File: config.mk
export PLATFORM = sky130hd
export DESIGN_NAME = multi_clock_divider
export DESIGN_NICKNAME = d
export VERILOG_FILES = /design/src/rtl/multi_clock_divider.sv
export SDC_FILE = /design/constraint.sdc
export NUM_CORES = 1
export LEC_CHECK = 0
export ABC_AREA = 1
export BUFFER_PORTS_ARGS = -buffer_cell sky130_fd_sc_hd__buf_2
export CAP_MARGIN = 30
export CORE_UTILIZATION = 55
export CTS_CLUSTER_SIZE = 25
export DETAILED_ROUTE_END_ITERATION = 16
export PLACE_DENSITY = 0.82
export SLEW_MARGIN = 10
export SYNTH_ARGS = -nofsm -noshare
export SYNTH_HDL_FRONTEND = slang
export SYNTH_SLANG_ARGS = --single-unit
export TNS_END_PERCENT = 10
File: constraint.sdc
create_clock -name clock_in -period 2.9 [get_ports clock_in]
set_input_delay 0 -clock clock_in [delete_from_list [all_inputs] [get_ports clock_in]]
set_output_delay 0 -clock clock_in [all_outputs]
set_load 0.02 [all_outputs]
File: src/rtl/multi_clock_divider.sv
// Multi-channel runtime-programmable clock divider.
// Each channel emits a divided square wave and a once-per-period tick.
`timescale 1ns/1ps

module multi_clock_divider_ch #(
    parameter int CNT_W       = 16,
    parameter int DEFAULT_DIV = 2
) (
    input  logic             clock_in,
    input  logic             reset_n,
    input  logic             enable,
    input  logic             restart,
    input  logic             load,
    input  logic [CNT_W-1:0] value,
    output logic             clock_out,
    output logic             tick,
    output logic             pend
);

    localparam logic [CNT_W-1:0] DEF = CNT_W'(DEFAULT_DIV);
    localparam logic [CNT_W-1:0] TWO = CNT_W'(2);
    localparam logic [CNT_W-1:0] ONE = CNT_W'(1);

    logic [CNT_W-1:0] cnt_q, cnt_d;
    logic [CNT_W-1:0] div_q, div_d;
    logic [CNT_W-1:0] pdiv_q, pdiv_d;
    logic [CNT_W-1:0] ld_val;
    logic             pend_q, pend_d;
    logic             clk_q, clk_d;
    logic             tick_q, tick_d;
    logic             wrap;

    always_comb begin
        ld_val = (value < TWO) ? TWO : value;
        wrap   = (cnt_q == div_q - ONE);
        cnt_d  = cnt_q;
        div_d  = div_q;
        pdiv_d = pdiv_q;
        pend_d = pend_q;
        clk_d  = clk_q;
        tick_d = 1'b0;
        if (restart) begin
            cnt_d = '0;
            clk_d = 1'b0;
            if (pend_q) begin
                div_d  = pdiv_q;
                pend_d = 1'b0;
            end
        end else if (enable) begin
            cnt_d  = wrap ? '0 : cnt_q + ONE;
            // Phase uses the divisor of the period that is ending.
            clk_d  = (cnt_d >= (div_q >> 1));
            tick_d = wrap;
            if (wrap && pend_q) begin
                div_d  = pdiv_q;
                pend_d = 1'b0;
            end
        end
        // A load on the apply edge stays pending for the next wrap.
        if (load) begin
            pdiv_d = ld_val;
            pend_d = 1'b1;
        end
    end

    always_ff @(posedge clock_in or negedge reset_n) begin
        if (!reset_n) begin
            cnt_q  <= '0;
            div_q  <= DEF;
            pdiv_q <= DEF;
            pend_q <= 1'b0;
            clk_q  <= 1'b0;
            tick_q <= 1'b0;
        end else begin
            cnt_q  <= cnt_d;
            div_q  <= div_d;
            pdiv_q <= pdiv_d;
            pend_q <= pend_d;
            clk_q  <= clk_d;
            tick_q <= tick_d;
        end
    end

    assign clock_out = clk_q;
    assign tick      = tick_q;
    assign pend      = pend_q;

endmodule

module multi_clock_divider #(
    parameter int NUM_CH      = 2,
    parameter int CNT_W       = 16,
    parameter int DEFAULT_DIV = 2
) (
    input  logic              clock_in,
    input  logic              reset_n,
    input  logic              enable,
    input  logic              restart,
    input  logic [NUM_CH-1:0] div_load,
    input  logic [CNT_W-1:0]  div_value,
    output logic [NUM_CH-1:0] clock_out,
    output logic [NUM_CH-1:0] tick,
    output logic [NUM_CH-1:0] pend
);

    for (genvar g = 0; g < NUM_CH; g++) begin : g_ch
        multi_clock_divider_ch #(
            .CNT_W       (CNT_W),
            .DEFAULT_DIV (DEFAULT_DIV)
        ) u_ch (
            .clock_in  (clock_in),
            .reset_n   (reset_n),
            .enable    (enable),
            .restart   (restart),
            .load      (div_load[g]),
            .value     (div_value),
            .clock_out (clock_out[g]),
            .tick      (tick[g]),
            .pend      (pend[g])
        );
    end

endmodule

==> flow_summary.json <==
{
  "cp-start-kind": "register",
  "synth_top_area_share_pct": 33.0,
  "core-area_um2": 13200,
  "start_util_pct": 56.2,
  "area_growth_pct": 30.4,
  "grt.busiest_layer": "met2",
  "dieWidth_um": 118,
  "synth_area_leaders": "dfrtp_1 33%, nand2_1 18%, nand3_1 7.3%",
  "period_minus_slack_ps": 3420,
  "cts_tree": "done",
  "hold_viol": 0,
  "synth.cell_area_um2": 7440,
  "cp_slowest_cell": "dfstp_2",
  "grt_use_total_pct": 33.7,
  "ys_ff_latch": 102,
  "drtPass1Iterations": 6,
  "crit_buf_inv": 10,
  "drc": 0,
  "wl_per_cell_um": 17.4,
  "grt.met1_usage_pct": 42.8,
  "cp.arrival_ps": 3740,
  "die-area_um2": 14000,
  "finalWirelength_mm": 25.1,
  "overflow": 0,
  "cts-buffers-inserted": 9,
  "relSlewSlack_pct": 36.3,
  "setup_viol_count_final": 21,
  "worst-path-max-fanout": 8,
  "seq_area_frac_synth_pct": 34.4,
  "ctsHtreeMaxLevel": 3,
  "path_cells": "inv_4, ha_4, xnor2_4, nor2_2, buf_4, buf_4, buf_4, buf_4, buf_4, buf_4, buf_4, buf_4, buf_4, nand2_1, nor2_1, nand2_1, nor2_2, nand3_1, nor2_1, nand3_2, nand2_4, nand3_1, nand2_1",
  "ir_drop_mv": 0.520,
  "cpLargestDelayFamily": "simple AND/OR/NAND/NOR gates",
  "met2_usage_pct": 56.1,
  "yosys_warnings": 0,
  "cts_buffer_depth": 2,
  "whs_ps": 9.11,
  "worst_setup_path_end_kind": "register",
  "cp.required_ps": 3210,
  "path_clk_slew_ps": 90,
  "cts-root-buf": "clkbuf_16",
  "final_nets": 1312,
  "drt-initial-drc-count": 1068,
  "synth_edf_count": 0,
  "fp.dieH_um": 118,
  "dpl.hpwl_mm": 15.1,
  "slew_violations": 0,
  "synth.largest_area_cell": "dfrtp_1",
  "period_share_pct": 118,
  "fill_cells": 897,
  "gp_congestion": 0.927,
  "syn_inst": 1076,
  "async_reset_ff_share_pct": 100,
  "vias_per_cell": 5.75,
  "portBuffers": 27,
  "cts.sinks": 102,
  "dr_total_vias": 8274,
  "layout_setup_ws_ps": -522,
  "clock_latency_ps": 370,
  "failed_checks": "negative setup slack",
  "layout-drive-gt1-share_pct": 25.3,
  "grt_max_degree": 56,
  "finalPower_mw": 4.68,
  "setup_tns_ps": -9700,
  "post-place-ws_ps": -272,
  "worst_pin_slew_ps": 952,
  "use_met3_pct": 5.31,
  "status": "finished, violations left",
  "yosys_most_used_dff": "dfrtp_1",
  "fmax_ghz": 0.292,
  "power_density_nw_per_um2": 483,
  "grt_pass1_wl_mm": 37.0,
  "postRouteAntennaNets": 0,
  "grt_pass1_vias": 7666,
  "syn_area_per_cell_um2": 6.92,
  "worstSetupPathType": "reg2reg",
  "antenna_found_initial": 3,
  "cap_violations": 0,
  "post_synth_num_cell_types": 42,
  "synth.net_count": 1132,
  "num_rows": 42,
  "clock-skew-final_ps": 13.4,
  "crit_top_cell": "buf_4",
  "p_leak_nw": 5.06,
  "worst_path_largest_cell_delay_ps": 590,
  "rsz0062_at_grt": "yes",
  "io_pins": 28,
  "hp-class": "in2reg"
}
## layout make-up
type | count | area, um2 | area share (%)
flip-flops and latches | 102 | 2560 | 26.4
clock buffers | 10 | 229 | 2.36
clock inverters | 6 | 62.6 | 0.645
diodes | 3 | 7.51 | 0.0774
repair buffers | 203 | 1570 | 16.2
inverters | 143 | 542 | 5.58
well taps | 176 | 220 | 2.27
multi-input cells | 797 | 4510 | 46.5
## registers in the layout, summed over array words and instances (netlist names)
| signal | cells |
|---|---|
| g_ch.u_ch.pend | 2 |
| g_ch.u_ch.pdiv_q | 32 |
| g_ch.u_ch.cnt_q | 32 |
| g_ch.u_ch.div_q | 32 |
| g_ch.u_ch.tick | 2 |
| g_ch.u_ch.clock_out | 2 |
## Yosys cell counts, types with 2 or more instances
master and instances:
nor3_2 3, o22ai_1 12, nand2_1 352, nor2_1 98
ha_1 34, a31oi_1 3, a211oi_1 2, inv_1 137
a21oi_1 14, nor2_4 9, xor2_1 21, dfstp_2 4
or2_2 4, buf_4 7, nand3_2 11, o21ai_0 34
nor2_2 11, xnor2_1 17, nand3b_1 12, nor4_1 3
nand3_4 3, inv_2 6, nand4_1 12, buf_6 5
nor3_1 18, nand2_2 4, nand3_1 109, clkbuf_1 19
dfrtp_1 98, buf_1 2
## routing by layer
layer | share of wire [%] | routed length, um
met2 | 47 | 11800
met5 | 0 | 0
met3 | 9.5 | 2380
met1 | 38 | 9470
met4 | 5.9 | 1490
## what timing repair did
action | CTS | global route
hold endpoints to repair | 76 | 0
gates resized for setup | 30 | 60
gates cloned | 0 | 1
setup buffers | 20 | 14
hold buffers | 29 | 0
pin swaps | 21 | 51
setup endpoints to repair | 2 | 21
## final timing paths
kind,end,slack [ps],startpoint,depth (start not counted)
hold / removal,g_ch[0].u_ch.pdiv_q[5],9,div_value[5],3
hold reg to reg,g_ch[0].u_ch.pdiv_q[10],490,g_ch[0].u_ch.pdiv_q[10],2
setup reg to reg,g_ch[0].u_ch.div_q[1],-520,g_ch[0].u_ch.div_q[1],23
setup / recovery,g_ch[0].u_ch.div_q[1],-520,g_ch[0].u_ch.div_q[1],23
max in group asynchronous,g_ch[1].u_ch.pdiv_q[1],1920,reset_n,3
min in group asynchronous,g_ch[1].u_ch.cnt_q[15],200,reset_n,2
## worst min-delay path: stages
cell     delay, ps
buf_2           90
inv_1           80
o21ai_0        160
## cell families (layout without fill, tap and decap cells)
group / after synthesis / after routing / share of synthesized area (%)
xor+xnor: 39 / 39 / 4.69
fa+ha+maj: 34 / 34 / 5.72
simple gates: 655 / 656 / 40.1
other cells: 0 / 3 / 0
compound gates: 68 / 68 / 5.01
buf+inv: 178 / 362 / 10.1
flops: 102 / 102 / 34.4
## stage by stage
| step | instances | utilization, % | area [um2] |
|---|---|---|---|
| final | 1440 | 73.3 | 9700 |
| after floorplan | 1076 | - | 7460 |
| after detailed placement | 1357 | 64.0 | 8470 |
| after global routing | 1440 | 73.3 | 9700 |
| after CTS | 1422 | 70.4 | 9320 |
| after global placement | 1357 | 64.0 | 8470 |
## report_power, final
group,total [mW],internal (mW),switching (mW)
combinational,1.73,0.747,0.988
sequential,1.70,1.54,0.161
clock,1.25,0.611,0.638
## placed cells by master (no fill, tap or decap), types with 2 or more instances in the layout
cell type	instances
clkbuf_16	9
dfrtp_1	95
inv_4	2
ha_1	23
nor3_2	7
nor3_1	13
nor2_1	83
ha_4	10
o21ai_1	2
inv_1	127
a21oi_1	11
xnor2_1	16
nand3_2	19
a31oi_1	3
or2_2	3
buf_12	2
nand2_2	11
nor4_1	3
o21ai_0	33
inv_2	14
nand4_1	12
a21oi_2	3
dlygate4sd3_1	29
nand3_4	3
o22ai_1	12
inv_6	4
nand3b_1	12
diode_2	3
xor2_1	21
dfrtp_2	3
buf_4	142
buf_6	4
nand2_4	7
nor2_2	19
buf_2	26
dfstp_2	4
nor2_4	16
nand2_1	340
nand3_1	101
Note: power is estimated with default switching activity, not from simulation.
